### src/rtl/quicksort_ctrl_if.sv
// Handshake between the quicksort sequencer (master) and its Lomuto partition unit (slave).
// Carries the range and working array out, and the partitioned array and pivot back.
interface quicksort_ctrl_if #(
  parameter int unsigned ARR_WIDTH = 4
) ();
  logic                   part_start;
  logic [3:0]             part_lo_ind;
  logic [3:0]             part_hi_ind;
  logic [ARR_WIDTH*4-1:0] part_array_in;
  logic [ARR_WIDTH*4-1:0] part_array_out;
  logic                   part_ready;
  logic [3:0]             part_pivot_ind;

  modport master (
    output part_start, part_lo_ind, part_hi_ind, part_array_in,
    input  part_array_out, part_ready, part_pivot_ind
  );

  modport slave (
    input  part_start, part_lo_ind, part_hi_ind, part_array_in,
    output part_array_out, part_ready, part_pivot_ind
  );
endinterface

### src/rtl/quicksort_ctrl.sv
// Iterative quicksort sequencer: holds the working array and a LIFO of pending (lo, hi)
// ranges, launching one partition per popped range and pushing the non-trivial halves.
module quicksort_ctrl #(
  parameter int unsigned ARR_WIDTH   = 4,
  parameter int unsigned STACK_DEPTH = 4,
  parameter int unsigned TIMEOUT     = 64
) (
  input  logic                   clock,
  input  logic                   reset,
  input  logic                   start,
  input  logic [ARR_WIDTH*4-1:0] array_in,
  output logic [ARR_WIDTH*4-1:0] array_out,
  output logic                   busy,
  output logic                   done,
  output logic                   error,
  quicksort_ctrl_if.master       part_bus
);
  localparam int unsigned SpW      = $clog2(STACK_DEPTH + 1);
  localparam int unsigned IdxW     = (STACK_DEPTH > 1) ? $clog2(STACK_DEPTH) : 1;
  localparam int unsigned WdW      = $clog2(TIMEOUT + 1);
  localparam logic [3:0]  LastIdx  = 4'(ARR_WIDTH - 1);
  localparam bit          HasRange = ARR_WIDTH > 1;

  typedef enum logic [2:0] {
    StIdle, StPop, StLaunch, StWaitPart, StPushL, StPushR, StDone
  } state_e;

  typedef struct packed {
    logic [3:0] lo;
    logic [3:0] hi;
  } range_t;

  state_e                 state_q, state_d;
  logic [ARR_WIDTH*4-1:0] array_q;
  logic [3:0]             lo_q, hi_q, pivot_q;
  logic [SpW-1:0]         sp_q, sp_m1;
  logic [WdW-1:0]         wd_q;
  logic                   error_q;
  range_t                 stack_q [STACK_DEPTH];

  logic                   push_en;
  logic [IdxW-1:0]        push_idx;
  range_t                 push_data;
  range_t                 top;
  logic                   stack_full, push_l_want, push_r_want, timeout_hit;

  // 5-bit compares so pivot=0 cannot wrap below lo.
  assign push_l_want = {1'b0, pivot_q} > ({1'b0, lo_q} + 5'd1);
  assign push_r_want = ({1'b0, pivot_q} + 5'd1) < {1'b0, hi_q};
  assign stack_full  = sp_q == SpW'(STACK_DEPTH);
  assign timeout_hit = wd_q == WdW'(TIMEOUT - 1);
  assign sp_m1       = sp_q - 1'b1;
  assign top         = stack_q[sp_m1[IdxW-1:0]];

  always_ff @(posedge clock) begin
    if (reset) state_q <= StIdle;
    else       state_q <= state_d;
  end

  always_comb begin
    state_d = state_q;
    case (state_q)
      StIdle:     if (start) state_d = StPop;
      StPop:      state_d = (sp_q == '0) ? StDone : StLaunch;
      StLaunch:   state_d = StWaitPart;
      StWaitPart: begin
        if (part_bus.part_ready) state_d = StPushL;
        else if (timeout_hit)    state_d = StDone;
      end
      StPushL:    state_d = (push_l_want && stack_full) ? StDone : StPushR;
      StPushR:    state_d = (push_r_want && stack_full) ? StDone : StPop;
      StDone:     state_d = StIdle;
      default:    state_d = StIdle;
    endcase
  end

  always_comb begin
    busy                   = state_q != StIdle;
    done                   = state_q == StDone;
    error                  = error_q;
    array_out              = array_q;
    part_bus.part_start    = state_q == StLaunch;
    part_bus.part_lo_ind   = lo_q;
    part_bus.part_hi_ind   = hi_q;
    part_bus.part_array_in = array_q;
  end

  // An accepted start always refills from slot 0, whatever sp was left at.
  always_comb begin
    push_en   = 1'b0;
    push_idx  = sp_q[IdxW-1:0];
    push_data = '0;
    case (state_q)
      StIdle: if (start && HasRange) begin
        push_en      = 1'b1;
        push_idx     = '0;
        push_data.hi = LastIdx;
      end
      StPushL: if (push_l_want && !stack_full) begin
        push_en      = 1'b1;
        push_data.lo = lo_q;
        push_data.hi = pivot_q - 4'd1;
      end
      StPushR: if (push_r_want && !stack_full) begin
        push_en      = 1'b1;
        push_data.lo = pivot_q + 4'd1;
        push_data.hi = hi_q;
      end
      default: ;
    endcase
  end

  always_ff @(posedge clock) begin
    if (push_en) stack_q[push_idx] <= push_data;
  end

  always_ff @(posedge clock) begin
    if (reset) begin
      array_q <= '0;
      lo_q    <= '0;
      hi_q    <= '0;
      pivot_q <= '0;
      sp_q    <= '0;
      wd_q    <= '0;
      error_q <= 1'b0;
    end else begin
      case (state_q)
        StIdle: if (start) begin
          array_q <= array_in;
          error_q <= 1'b0;
          sp_q    <= SpW'(HasRange);
        end
        StPop: if (sp_q != '0) begin
          lo_q <= top.lo;
          hi_q <= top.hi;
          sp_q <= sp_m1;
        end
        StLaunch: wd_q <= '0;
        StWaitPart: begin
          if (part_bus.part_ready) begin
            array_q <= part_bus.part_array_out;
            pivot_q <= part_bus.part_pivot_ind;
          end else begin
            wd_q <= wd_q + 1'b1;
            if (timeout_hit) error_q <= 1'b1;
          end
        end
        StPushL: if (push_l_want) begin
          if (stack_full) error_q <= 1'b1;
          else            sp_q    <= sp_q + 1'b1;
        end
        StPushR: if (push_r_want) begin
          if (stack_full) error_q <= 1'b1;
          else            sp_q    <= sp_q + 1'b1;
        end
        default: ;
      endcase
    end
  end
endmodule

### src/flat_wrapper.sv
// flat-port wrapper written by rule: the top's interface ports become plain ports
module quicksort_ctrl_flat 
#(
  parameter int unsigned ARR_WIDTH   = 4,
  parameter int unsigned STACK_DEPTH = 4,
  parameter int unsigned TIMEOUT     = 64
)
  (clock, reset, start, array_in, array_out, busy, done, error, part_bus_part_start, part_bus_part_lo_ind, part_bus_part_hi_ind, part_bus_part_array_in, part_bus_part_array_out, part_bus_part_ready, part_bus_part_pivot_ind);
  quicksort_ctrl_if #(.ARR_WIDTH(ARR_WIDTH)) part_bus_i ();
  input  logic clock;
  input  logic reset;
  input  logic start;
  input  logic [ARR_WIDTH*4-1:0] array_in;
  output logic [ARR_WIDTH*4-1:0] array_out;
  output logic busy;
  output logic done;
  output logic error;
  output wire logic [$bits(part_bus_i.part_start)-1:0] part_bus_part_start;
  output wire logic [$bits(part_bus_i.part_lo_ind)-1:0] part_bus_part_lo_ind;
  output wire logic [$bits(part_bus_i.part_hi_ind)-1:0] part_bus_part_hi_ind;
  output wire logic [$bits(part_bus_i.part_array_in)-1:0] part_bus_part_array_in;
  input wire logic [$bits(part_bus_i.part_array_out)-1:0] part_bus_part_array_out;
  input wire logic [$bits(part_bus_i.part_ready)-1:0] part_bus_part_ready;
  input wire logic [$bits(part_bus_i.part_pivot_ind)-1:0] part_bus_part_pivot_ind;
  assign part_bus_part_start = part_bus_i.part_start;
  assign part_bus_part_lo_ind = part_bus_i.part_lo_ind;
  assign part_bus_part_hi_ind = part_bus_i.part_hi_ind;
  assign part_bus_part_array_in = part_bus_i.part_array_in;
  assign part_bus_i.part_array_out = part_bus_part_array_out;
  assign part_bus_i.part_ready = part_bus_part_ready;
  assign part_bus_i.part_pivot_ind = part_bus_part_pivot_ind;
  quicksort_ctrl #(.ARR_WIDTH(ARR_WIDTH), .STACK_DEPTH(STACK_DEPTH), .TIMEOUT(TIMEOUT)) u_core (.clock(clock), .reset(reset), .start(start), .array_in(array_in), .array_out(array_out), .busy(busy), .done(done), .error(error), .part_bus(part_bus_i));
endmodule
### config.mk
export PLATFORM = sky130hd
export DESIGN_NAME = quicksort_ctrl_flat
export DESIGN_NICKNAME = d
export VERILOG_FILES = /design/src/rtl/quicksort_ctrl_if.sv /design/src/rtl/quicksort_ctrl.sv /design/src/flat_wrapper.sv
export SDC_FILE = /design/constraint.sdc
export NUM_CORES = 1
export LEC_CHECK = 0
export CORE_MARGIN = 2
export CORE_UTILIZATION = 39
export DETAILED_ROUTE_END_ITERATION = 16
export PLACE_DENSITY = 0.72
export RECOVER_POWER = 100
export SLEW_MARGIN = 20
export SYNTH_ARGS = -nofsm -noshare
export SYNTH_HDL_FRONTEND = slang
export SYNTH_SLANG_ARGS = --single-unit
### constraint.sdc
create_clock -name clock -period 2.7 [get_ports clock]
set_clock_uncertainty 0.2 [all_clocks]
set_input_delay 0.27 -clock clock [delete_from_list [all_inputs] [get_ports clock]]
set_output_delay 0.27 -clock clock [all_outputs]
set_load 0.02 [all_outputs]
-- After elaboration in Yosys (flattened, before gate mapping)
Memories as Yosys holds them, arrays and structs flattened. A register that Yosys moved wholly into a read port is not among the register bits.
Index checks and enable logic that the tools add are counted.
- multiplexer cells: 37
- equal/unequal tests: 16
- reduce and logical (&&, ||, !) cells: 20
- order comparisons: 2
- $add $sub $neg: 7
- operators with widths (cell ; count):
    16-bit two-way mux ; 2
    16-bit one-hot mux with 2 select lines ; 1
    3-bit two-way mux ; 9
    3-bit one-hot mux with 6 select lines ; 1
    8-bit two-way mux ; 2
    7-bit one-hot mux with 2 select lines ; 1
    3-bit == test (second input constant) ; 4
    3-bit one-hot mux with 4 select lines ; 1
    4-bit one-hot mux with 3 select lines ; 1
    1-bit two-way mux ; 11
    4-bit by 1-bit adder with 5-bit output (second input constant) ; 2
    2-bit two-way mux ; 4
    2-bit by 1-bit inequality test with 1-bit output (second input constant) ; 4
    4-bit one-hot mux with 2 select lines ; 1
    2-bit AND reduction ; 4
    4-bit nonzero test ; 2
    7-bit by 1-bit adder with 7-bit output (second input constant) ; 1
    7-bit by 6-bit == test with 1-bit output (second input constant) ; 1
    7-bit two-way mux ; 1
    3-bit by 2-bit == test with 1-bit output (second input constant) ; 2
    3-bit logical NOT ; 2
    2-bit inequality test (second input constant) ; 3
    6-bit AND reduction ; 1
    3-bit nonzero test ; 2
    other kinds (15) ; 19
- flip-flop bits (word level): 34
- input port bits: 40
- output and inout bits: 44
- memories: 1
- RAM bits: 32
- memories (name ; depth ; width ; read ports ; clocked after Yosys merged registers in ; wr ports ; RTL line ; text):
    u_core.stack_q ; 4 ; 8 ; 1 ; 1 ; 1 ; quicksort_ctrl.sv:39 ; range_t stack_q [STACK_DEPTH];

-- Logic depth before layout (Yosys ltp)
Gate-level depths: netlist of the first run.
- depth after elaboration: 7
- depth in mapped cells: 9
- depth with buffers taken out: 8

-- Worst setup path after synthesis of the first run
No wires, ideal clock.
- path type: register -> register
- from: reg u_core.pivot_q[0]
- to: mem u_core.stack_q[1][0] (netlist name) (enable)
- slack: -0.273 ns
- arrival: 2.389 ns
- cell stages (with the launch flop): 9
- library setup time: 0.383 ns
- buffers on the path: 0
- cells stage by stage: dfxtp_1 -> ha_1 -> xor2_1 -> ha_1 -> a21oi_1 -> o21ai_2 -> a211oi_4 -> nor2_2 -> nor3_1
- longest elaborated chain between the ends: 7
- elaborated cells on any way between the ends: 10
- those cells by class: add/sub: 1; order compare: 2; mux: 5; reduce/logical: 2
- ends and longest elaborated chain (element ; RTL line ; text):
    start, declared ; quicksort_ctrl.sv:35 ; logic [3:0] lo_q, hi_q, pivot_q;
    start signal, assigned ; quicksort_ctrl.sv:142 ; pivot_q <= part_bus.part_pivot_ind;
    4-bit by 1-bit adder with 5-bit output ; quicksort_ctrl.sv:49 ; assign push_r_want = ({1'b0, pivot_q} + 5'd1) < {1'b0, hi_q};
    5-bit by 4-bit less-than comparator with 1-bit output ; quicksort_ctrl.sv:49 ;
    1-bit logical AND ; quicksort_ctrl.sv:104 ; StPushR: if (push_r_want && !stack_full) begin
    1-bit two-way mux ; quicksort_ctrl.sv:104 ;
    1-bit one-hot mux with 3 select lines * ; quicksort_ctrl.sv:93 ; case (state_q)
    1-bit two-way mux * ; quicksort_ctrl.sv:114 ; if (push_en) stack_q[push_idx] <= push_data;
    1-bit two-way mux (implied by the code) * ; quicksort_ctrl.sv:114 ;
    end, declared ; quicksort_ctrl.sv:39 ;
Every way passes the cells marked *; elsewhere a longest branch is shown, timed or not.

==> flow_summary.toml, run 1 <==
[outcome]
status = "finished clean"

[clock_network]
htree_levels = 3
hold_buffers = 0
clock_sinks = 74
clock_latency_ns = 0.35
clock_path_buffers = 2
clockRootBuffer = "clkbuf_8"
cts_tree = "yes"
cts_buffers = 9
clk_pin_slew_worst_paths_ns = 0.09

[power]
ir_drop_mv = 0.3967
leakage_nw = 1.842
powerDensity_nw_per_um2 = 872.1

[grt]
busiest_layer = "met2"
grt_pass1_wl_mm = 15.88
grt_use_total_pct = 18.01
grt_max_degree = 33
gr-total-overflow = 0
gr-usage-met1_pct = 23.34
met2_usage_pct = 30.06
grt_antenna_before_repair = 0
met3_usage_pct = 4.055
grt_pass1_vias = 3137

[route]
via_per_inst = 5.283
vias = 3228
postRouteAntennaNets = 0
wl_per_cell_um = 15.98
drt_wl_total_mm = 9.761
drc = 0
drt-initial-drc-count = 132
dr.pass1.iters = 4

[flow_run]
cap_violations = 0

[worst_hold_path]
hp-class = "flip-flop to flip-flop"
hold_start = "u_core.pivot_q[0]"

[place]
hpwl_mm = 7.192
dp_cells = 592
port_buffers = 83
place_worst_setup_slack_ns = -0.03924
place_area_um2 = 4928
gp_congestion = 0.8082

[critical_path]
r2r_slack_ns = 0.09
crit_required_ns = 2.62
r2r_end = "u_core.stack_q[2][0]"
crit_type = "flip-flop to flip-flop"
crit_chain = "ha_1 > inv_1 > ha_4 > nor2b_4 > o211ai_1 > a21oi_1 > nand3_2 > o211ai_1"
cp_data_arrival_time_ns = 2.53
reg2reg_depth = 8
startpoint = "u_core.part_bus.part_lo_ind[0]"
cpPeakStageDelay_ns = 0.39
worstPathMaxFanout = 5
startpoint_type = "flip-flop"
endpoint_kind = "flip-flop"
cp_slowest_cell = "o211ai_1"
critical_path.most_common_cell = "o211ai_1"
timing.rr.start = "u_core.part_bus.part_lo_ind[0]"
setup.worst_path.end = "u_core.stack_q[2][0]"

[timing]
period_minus_slack_ns = 2.610
setup_viol = 0
hold_ws_ns = 0.2856
final.setup.worst_slack_ns = 0.08983
worstMarginPinSlew_ns = 0.9175
slew_headroom_pct = 38.36
fmax_ghz = 0.3831
final_hold_viol_count = 0
finalMaxSlewViolations = 0
period_share_pct = 96.67

[yosys]
avgSynthCellArea_um2 = 10.26
syn_nets = 441
synthCells = 387
synth_area_um2 = 3969
ys_warn_count = 0
synth-seq-cells = 74
synth_cell_types = 60
synth_edf_count = 32
ys_seq_area_share_pct = 45.40
synthArstFlopShare_pct = 0
synth_top_flop_cell = "dfxtp_1"

[finish]
diodes = 0
fin_area_um2 = 5110
instances_no_fill = 611
drive_above_1_share_pct = 19.46
final_nets = 527
area_growth_pct = 28.75
fillCellCount = 935

[floorplan]
start_util_pct = 40.42
die_area_um2 = 11000
dieHeight_um = 104.9
core_area_um2 = 9819
num_rows = 36
ios = 84
dieWidth_um = 104.9
[kinds of logic after synthesis]
kind of cell	synth area share, %
AND/OR/NAND/NOR	18.25
AO/OA/AOI/OAI	17.06
flip-flops	45.40
buffers and inverters	7.409
adder cells (fa/ha/maj)	4.414
XOR/XNOR	2.428
multiplexers	5.044
[per-layer routing]
layer	wire length, um	vias to the layer above
met5	0	-
met4	96	0
met3	505	8
met2	4682	108
met1	4476	1554
li1	-	1558
[per-stage QoR]
step           utilization [%]  TNS [ns]  total power [mW]
6_report                 52.04         0             4.456
4_1_cts                  52.24         0             4.602
3_5_place_dp             50.19   -0.3115             3.752
3_3_place_gp             50.19         0             3.700
2_1_floorplan                -    -1.372             3.108
5_1_grt                  52.04   -0.1088             4.711
[worst max-delay path: cells and delay by family (launching register included)]
family | cells | cell delay, ns
buf+inv | 1 | 0.06
fa+ha+maj | 2 | 0.54
simple gates | 2 | 0.33
compound gates | 3 | 0.87
flops | 1 | 0.37
[synth_stat cells, types with 4 or more instances]
cell | number | area, um^2
buf_2 | 7 | 35.03
xnor2_1 | 9 | 78.83
buf_4 | 19 | 142.6
a21oi_1 | 26 | 130.1
buf_6 | 4 | 45.04
dfxtp_1 | 42 | 840.8
ha_1 | 14 | 175.2
o21ai_0 | 4 | 20.02
edfxtp_1 | 32 | 960.9
clkbuf_1 | 5 | 18.77
nor3_1 | 7 | 35.03
nand3_1 | 19 | 95.09
nor2_1 | 30 | 112.6
mux4_2 | 8 | 180.2
a311oi_2 | 14 | 210.2
nand2_1 | 69 | 259.0
inv_1 | 12 | 45.04
a22o_1 | 4 | 35.03
[worst min path at each step]
stage / slack [ns] / end / depth (start not counted)
after detailed placement: 0.30 / u_core.pivot_q[0] / 2
after global routing: 0.28 / u_core.array_out[0] / 3
after floorplan: 0.22 / u_core.pivot_q[2] / 2
after CTS: 0.27 / u_core.pivot_q[3] / 3
final: 0.29 / u_core.pivot_q[0] / 2
after global placement: 0.29 / u_core.pivot_q[0] / 2
[cell type report]
class                      count  area, um^2  share of cell area, %
multi-input combinational    264        1877                  36.73
sequential                    74        1809                  35.41
inverter                      14       52.55                  1.028
clock inverter                 6       48.80                 0.9549
tap                          133       166.4                  3.257
timing repair buffer         110        1018                  19.93
clock buffer                  10       137.6                  2.693
[cell usage in the layout, fill, tap and decap left out, types with 14 or more instances in the layout]
master | netlist | routed
clkdlybuf4s50_1 | 0 | 40
nand3_1 | 19 | 18
a311oi_2 | 14 | 14
edfxtp_1 | 32 | 32
a21oi_1 | 26 | 27
nand2_1 | 69 | 70
nor2_1 | 30 | 30
buf_4 | 19 | 19
dfxtp_1 | 42 | 38
dlygate4sd3_1 | 0 | 43
[where the power goes]
group	internal [mW]	leakage [nW]	total [mW]	switching [mW]
sequential	1.39	0.609	1.56	0.175
clock	0.367	0.0855	0.826	0.459
combinational	0.896	1.15	2.07	1.17
[flip-flops by register name (all words and copies together) (netlist names)]
register / count
u_core.array_out: 16
u_core.error: 1
u_core.part_bus.part_hi_ind: 4
u_core.part_bus.part_lo_ind: 4
u_core.pivot_q: 4
u_core.sp_q: 3
u_core.stack_q: 32
u_core.state_q: 3
u_core.wd_q: 7
[repair_timing]
action	CTS	global route
gates resized for setup	0	14
endpoints found under the setup margin	8	48
hold endpoints to repair	0	0
setup buffers	2	1
pin swaps	1	7
(Power assumes the default switching activity.)
==> run 2, diff against run 1 <==
CORE_ASPECT_RATIO = 2   (was default)
PLACE_DENSITY = 0.74   (was 0.72)
==> run 2 against run 1 <==
Compared with the run above:
- sequential power is essentially flat
- critical endpoint is now u_core.stack_q[2][1]
- die area grew 0.44%
- worst hold slack lost 0.0038 ns
- final area grew 2.6%
==> flow_summary.toml, run 2 (synthesized netlist as in run 1, its figures left out) <==
[timing]
period_minus_slack_ns = 2.572
period_share_pct = 95.26
fmax_ghz = 0.3888
setup_viol = 0
fin_setup_tns_ns = 0
finalMaxSlewViolations = 0
grt_setup_unrepaired = "true"
final_hold_viol_count = 0
slew_headroom_pct = 32.22
worstMarginPinSlew_ns = 1.009
hold_ws_ns = 0.2819

[clock_network]
htree_levels = 3
clock_sinks = 74
clock_latency_ns = 0.34
hold_buffers = 0
clk_pin_slew_worst_paths_ns = 0.06
cts_tree = "yes"
cts_buffers = 9
clock_path_buffers = 2
clockRootBuffer = "clkbuf_16"

[finish]
diodes = 0
layout_commonest_cell = "nand2_1"
final_nets = 525
drive_above_1_share_pct = 19.33
area_growth_pct = 32.12
multiInputGateArea_um2 = 1888
fin_area_um2 = 5244
largest_reg_flops = 32
seq_area_um2 = 1804
fillCellCount = 937
top_register = "u_core.stack_q"
layout_common_cells = "70 x nand2_1, 43 x clkdlybuf4s50_1, 40 x dlygate4sd3_1, 40 x dfxtp_1, 32 x edfxtp_1"

[power]
ir_drop_mv = 0.4208
total_power_mw = 4.890
p_seq_share_pct = 31.9
netSwitchingFraction_pct = 37.95
powerDensity_nw_per_um2 = 932.6
leakage_nw = 1.891
p_clk_share_pct = 25.3
intPower_mw = 3.034
pwr-share-comb_pct = 42.8
switchingPower_mw = 1.856

[flow_run]
cap_violations = 0

[place]
gp_congestion = 0.8265
hpwl_mm = 7.574
port_buffers = 83
place_area_um2 = 4943

[critical_path]
worstPathMaxFanout = 5
critPathTopFamily = "compound AO/OA/AOI/OAI gates"
reg2reg_depth = 8
crit_required_ns = 2.63
cp_slowest_cell = "dfxtp_1"
cp_data_arrival_time_ns = 2.50
crit_buf_inv = 1
crit_type = "flip-flop to flip-flop"
worstSetupPathDepth = 8
startpoint_type = "flip-flop"
cpPeakStageDelay_ns = 0.36
crit_chain = "ha_1 > inv_1 > ha_1 > nor2b_1 > o211ai_1 > a21oi_1 > nand3_2 > o211ai_1"
endpoint_kind = "flip-flop"

[route]
dr.pass1.iters = 4
postRouteAntennaNets = 0
drt_wl_total_mm = 9.850
vias = 3180
via_per_inst = 5.205
wl_per_cell_um = 16.12
drc = 0
drt-initial-drc-count = 113

[floorplan]
die_area_um2 = 11050
ios = 84
num_rows = 52
core_area_um2 = 10020
dieWidth_um = 75.33
start_util_pct = 39.61
dieHeight_um = 146.7

[grt]
grt_max_degree = 33
grt_antenna_before_repair = 0
grt_use_total_pct = 18.80
grt_pass1_vias = 3290
gr-total-overflow = 0
grt_pass1_wl_mm = 15.74

[worst_hold_path]
hp-class = "primary input to flip-flop"
hold_depth = 3

[outcome]
status = "finished clean"
[run 2: changes by cell type in the layout (fill, tap and decap cells not counted), moves of 3 or more]
cell             previous run  this run
clkdlybuf4s50_1            40        43
clkbuf_8                   10         0
clkbuf_16                   0         9
dlygate4sd3_1              43        40
[run 2: path summary, 6_finish.rpt]
kind | start | endpoint | slack [ns]
min reg2reg | u_core.pivot_q[0] | u_core.pivot_q[0] | 0.29
min | part_bus_part_pivot_ind[0] | u_core.pivot_q[0] | 0.28
max reg2reg | u_core.part_bus.part_lo_ind[1] | u_core.stack_q[2][1] | 0.13
max | u_core.part_bus.part_lo_ind[1] | u_core.stack_q[2][1] | 0.13
[run 2: timing repair]
action	CTS	global route
setup buffers	0	1
endpoints found under the setup margin	0	63
gates resized for setup	0	7
[run 2: cell type report]
class	instances	share of cell area (%)
multi-input cells	264	36.01
flip-flops and latches	74	34.41
clock inverters	7	1.599
clock buffers	9	4.295
well taps	135	3.221
inverters	14	1.002
repair buffers	108	19.47
[run 2: power by group through the flow]
stage          Combinational (mW)  Clock (mW)  Sequential [mW]
2_1_floorplan                1.43           0             1.67
3_3_place_gp                 2.15           0             1.58
3_5_place_dp                 2.19           0             1.59
4_1_cts                      2.20        1.26             1.57
5_1_grt                      2.28        1.31             1.59
6_report                     2.09        1.24             1.56
[run 2: metal layers]
layer | vias to the layer above | routed length [um] | global-route usage [%]
li1 | 1557 | - | -
met3 | 18 | 579 | 4.831
met1 | 1516 | 3401 | 18.34
met4 | 0 | 234 | 9.211
met5 | - | 0 | 0
met2 | 89 | 5634 | 34.43
[run 2: worst register-to-register path, delay by kind of cell (launching register included)]
family / cells / cell delay, ns
compound gates: 3 / 0.86
fa+ha+maj: 2 / 0.57
buf+inv: 1 / 0.04
flops: 1 / 0.36
simple gates: 2 / 0.34
[run 2: stage by stage]
stage	util (%)	setup slack, ns	instances
2_1_floorplan	-	-0.05717	387
3_3_place_gp	49.34	0.1296	594
3_5_place_dp	49.34	0.08405	594
4_1_cts	52.42	0.05197	610
5_1_grt	52.34	-0.02277	611
6_report	52.34	0.1279	611
==> RTL edit 1, RTL diff (flow settings as in run 2) <==
`STACK_DEPTH` is set to 4 in 2 places; all go to 8.
--- a/src/rtl/quicksort_ctrl.sv
+++ b/src/rtl/quicksort_ctrl.sv
@@ -3,5 +3,5 @@
 module quicksort_ctrl #(
   parameter int unsigned ARR_WIDTH   = 4,
-  parameter int unsigned STACK_DEPTH = 4,
+  parameter int unsigned STACK_DEPTH = 8,
   parameter int unsigned TIMEOUT     = 64
 ) (
--- a/src/flat_wrapper.sv
+++ b/src/flat_wrapper.sv
@@ -3,5 +3,5 @@
 #(
   parameter int unsigned ARR_WIDTH   = 4,
-  parameter int unsigned STACK_DEPTH = 4,
+  parameter int unsigned STACK_DEPTH = 8,
   parameter int unsigned TIMEOUT     = 64
 )
Function: same outputs for any inputs over 10 cycles, from zero or initial values and one cycle with reset high; that may be too few to reach the edited logic, so the function may still have changed.
==> RTL edit 1 against run 2 <==
- the flow now finishes with violations (negative setup slack)
- routed wire length up 32%
- synthesized area up 26%
- total power up 34%
- worst setup slack worse by 0.23 ns
- sequential cell count up 33
- final cell count up 15%
- cell area up 32%
- count of clock-buffer cells in the layout unchanged
- via count up 22%
- hold slack worse by 0.012 ns
- critical endpoint is now u_core.stack_q[1][2]$_DFFE_PP_
==> RTL edit 1: results (changes against run 2) <==
met1 WL - 4540 microns (+34%)
hold path start - u_core.error$_SDFFE_PP0P_
violations in the final reports - negative setup slack
met3 WL - 607 microns (+4.8%)
Max FO, Critical Path - 8 (+3)
comb_multi_in - 266 (+0.76%)
Signal buf overhead - 0.209 (+0.0144)
PnR worst setup slack - -0.103 ns (-0.231 ns)
Final Cell Area - 0.00694 sq mm (+32%)
share of post-route cells with drive strength above 1 - 0.243 (+0.0495)
Critical Path RT - 2.57 ns (-0.06 ns)
FFs w/ async S/R, synth - 0 (unchanged)
status - finished, violations left
Layout Nets - 601 (+14%)
worst r2r src - u_core.pivot_q[0]$_SDFFE_PP0P_
number of flops mapped to enable cells by yosys - 64 (+100%)
Worst Tran Pin Value - 0.595 ns (-0.414 ns)
post-synthesis cell type count - 50 (-17%)
met3 Track Usage GR - 0.0347 (-0.0136)
Clock Latency Late Sink - 0.35 ns
max FFs per register - 64 (+100%)
first-pass GRT wire length - 20,700 microns (+31%)
diode count - 0 (unchanged)
clock sink count - 107 (+45%)
top sig layer - met4
setup violators final - 106 (+106)
slowest cell delay on critical path - 0.45 ns (+0.09 ns)
via count - 3,874 (+22%)
bufs w/o clock - 147 (+36%)
delay-heaviest family, CP - simple AND/OR/NAND/NOR gates
GRT Resource Usage Total - 0.193 (+0.00456)
number of global-route vias before repair - 4,070 (+24%)
Core Region - 0.0126 sq mm (+25%)
Seq/Total Area, Yosys - 0.555 (+0.101)
hold path endpoint - u_core.error$_SDFFE_PP0P_
syn_nets - 483 (+9.5%)
Final Wtd Congestion - 0.852 (+3.1%)
multi-input gate share of the layout cell area - 0.307 (-0.0532)
Synth top cells by count - edfxtp_1 (64), nor2_1 (46), dfxtp_1 (43)
dpl cells - 672 (+13%)
clk cell area share - 0.0449 (-0.0140)
r2r endpoint - u_core.stack_q[1][2]$_DFFE_PP_
via/cell ratio - 5.52 (+6.0%)
sequential share of cell area - 0.403 (+0.0590)
Synth area leaders - edfxtp_1 (38%), dfxtp_1 (17%), mux4_2 (7.2%)
Avg Cell Area, Syn - 11.7 sq um (+14%)
met1 Use GR - 0.192 (+0.00909)
peak supply drop - 0.560 mV (+33%)
met2 GRT Util - 0.370 (+0.0254)
Post-DP HPWL - 9330 microns (+23%)
Leak - 2.56 nW (+35%)
CP max stage cell - or4_4
hold path depth - 2 (-1)
Initial DRC Count - 222 (+96%)
WHS - 0.270 ns (-0.0120 ns)
metal2 WL - 7380 microns (+31%)
RTL edit 1: cell types whose count changed after synthesis, moves of 7 or more:
cell / run 2 / this run
nand2_1: 69 / 34
edfxtp_1: 32 / 64
nor2_1: 30 / 46
a311oi_2: 14 / 0
a21oi_1: 26 / 13
a311oi_1: 3 / 16
mux2i_1: 2 / 12
a211oi_1: 2 / 10
mux4_2: 8 / 16
nand3_1: 19 / 27
clkbuf_1: 5 / 12
xor2_1: 2 / 9
RTL edit 1: worst max-delay path by stage:
stage / to / cells past startpoint / start / slack, ns
CTS: u_core.stack_q[1][2]$_DFFE_PP_ / 10 / u_core.pivot_q[0]$_SDFFE_PP0P_ / -0.07
global route: u_core.stack_q[1][4]$_DFFE_PP_ / 12 / u_core.pivot_q[0]$_SDFFE_PP0P_ / -0.20
detailed placement: u_core.stack_q[1][6]$_DFFE_PP_ / 10 / u_core.pivot_q[0]$_SDFFE_PP0P_ / -0.16
finish: u_core.stack_q[1][2]$_DFFE_PP_ / 10 / u_core.pivot_q[0]$_SDFFE_PP0P_ / -0.10
global placement: u_core.stack_q[1][5]$_DFFE_PP_ / 10 / u_core.pivot_q[0]$_SDFFE_PP0P_ / -0.12
floorplan: u_core.stack_q[1][0]$_DFFE_PP_ / 9 / u_core.pivot_q[0]$_SDFFE_PP0P_ / -0.06
RTL edit 1: cells by family after synthesis:
group,Yosys count,share of synthesized area
flip-flops,107,0.555
AND/OR/NAND/NOR,142,0.132
adder cells (fa/ha/maj),14,0.0350
AO/OA/AOI/OAI,69,0.0996
XOR/XNOR,13,0.0242
buffers and inverters,56,0.0584
multiplexers,28,0.0959
RTL edit 1: where the power goes:
| part | switching [mW] | internal (mW) |
|---|---|---|
| clock network | 0.660 | 0.669 |
| logic | 1.73 | 1.34 |
| registers | 0.168 | 2.00 |
==> RTL edit 2, RTL diff (settings of run 2) <==
Without the edit above. Re-encode `state_e` (7 states) as one-hot, 7 bits wide.
--- a/src/rtl/quicksort_ctrl.sv
+++ b/src/rtl/quicksort_ctrl.sv
@@ -22,6 +22,6 @@
   localparam bit          HasRange = ARR_WIDTH > 1;
 
-  typedef enum logic [2:0] {
-    StIdle, StPop, StLaunch, StWaitPart, StPushL, StPushR, StDone
+  typedef enum logic [6:0] {
+    StIdle = 7'b0000001, StPop = 7'b0000010, StLaunch = 7'b0000100, StWaitPart = 7'b0001000, StPushL = 7'b0010000, StPushR = 7'b0100000, StDone = 7'b1000000
   } state_e;
 
Behaviour: same outputs for any inputs over 10 cycles, from zero or initial values and one cycle with reset high; not proved beyond that.
==> RTL edit 2 against run 2 <==
- cell area rose by 4.6%
- worst setup slack got worse by 0.12 ns
- routed wire length grew 1.8%
- hold slack got worse by 0.16 ns
- total power shrank 13%
- global-route usage is 0.80 points lower
- synthesized area is 1.9% higher
- sequential cell count increased by 4
==> RTL edit 2: results (changes against run 2) <==
met3 Track Usage GR - 0.0464 (-0.00191)
Initial DRC Count - 176 (+56%)
status - complete, no violations
CP max stage cell - a2111oi_4
syn_nets - 412 (-6.6%)
area grow syn2layout - 35.7%
inverters - 15 (+1)
post-synthesis mux area share - 0.116 (+0.0659)
peak supply drop - 0.502 mV (+19%)
Synth area leaders - edfxtp_1 (24%), dfxtp_1 (23%), mux2i_1 (7.2%)
bufs w/o clock - 119 (+10%)
Layout Nets - 510 (-2.9%)
sequential share of power - 0.352 (+0.033)
met1 Use GR - 0.163 (-0.0207)
number of global-route vias before repair - 3,168 (-3.7%)
met2 GRT Util - 0.363 (+0.0182)
dpl cells - 577 (-2.9%)
Final Wtd Congestion - 0.848 (+2.6%)
Post-DP HPWL - 7660 microns (+1.2%)
Final Power - 4.25 mW (-13%)
pre-CTS WS - -0.0539 ns (-0.138 ns)
met1 WL - 3550 microns (+4.3%)
CTS resizes - 5 (+5)
met3 WL - 446 microns (-23%)
fin cells - 596 (-2.5%)
setup bufs post-CTS - 1 (+1)
clk root buf - clkbuf_16
wire per inst - 16.8 microns (+4.4%)
Signal buf overhead - 0.205 (+0.0103)
comb_multi_in - 233 (-12%)
Worst Tran Pin Value - 0.658 ns (-0.351 ns)
GRT Resource Usage Total - 0.180 (-0.00799)
via/cell ratio - 5.28 (+1.4%)
Synth Area in XOR/XNOR - 0.0303 (+0.00606)
Switching Share - 0.356 (-0.0230)
slowest cell delay on critical path - 0.47 ns (+0.11 ns)
adder-cell share of the synthesized area - 0.0433 (-0.000806)
metal2 WL - 5760 microns (+2.2%)
dpl cell area - 0.00522 sq mm (+5.5%)
Clock Latency Late Sink - 0.34 ns (about the same)
share of post-route cells with drive strength above 1 - 0.206 (+0.0128)
first-pass GRT wire length - 15,700 microns (-0.26%)
post-synthesis compound-gate area fraction - 0.130 (-0.0403)
sequential share of cell area - 0.345 (+0.000513)
Critical Path AT - 2.55 ns (+0.05 ns)
Core Region - 0.0101 sq mm (+0.65%)
area of the multi-input gates - 0.00194 sq mm (+3.0%)
post-synthesis cell type count - 58 (-3.3%)
clk cell area share - 0.0550 (-0.00398)
Leak - 2.14 nW (+13%)
Synth top cells by count - dfxtp_1 (46), nor2_1 (39), edfxtp_1 (32)
clock sink count - 78 (+5.4%)
RTL edit 2: cell types whose count changed in the layout (fill, tap and decap cells not counted), moves of 6 or more:
cell             run 2  this run
nand2_1             70        11
mux2i_1              2        29
a21oi_1             26         9
a311oi_2            14         0
nand3_1             18         5
a211oi_1             2        14
nor2_1              30        39
a211oi_2             1         7
xor2_1               1         7
RTL edit 2: final timing paths:
kind	end	cells after the start	slack (ns)	startpoint
worst max-delay path	u_core.stack_q[0][5]$_DFFE_PP_	9	0.01	u_core.part_bus.part_lo_ind[0]$_SDFFE_PP0P_
worst min-delay path	u_core.state_q[4]$_SDFFE_PP0P_	2	0.12	reset
worst max register to register	u_core.stack_q[0][5]$_DFFE_PP_	9	0.01	u_core.part_bus.part_lo_ind[0]$_SDFFE_PP0P_
worst min register to register	u_core.wd_q[1]$_SDFFE_PP0P_	2	0.30	u_core.wd_q[1]$_SDFFE_PP0P_
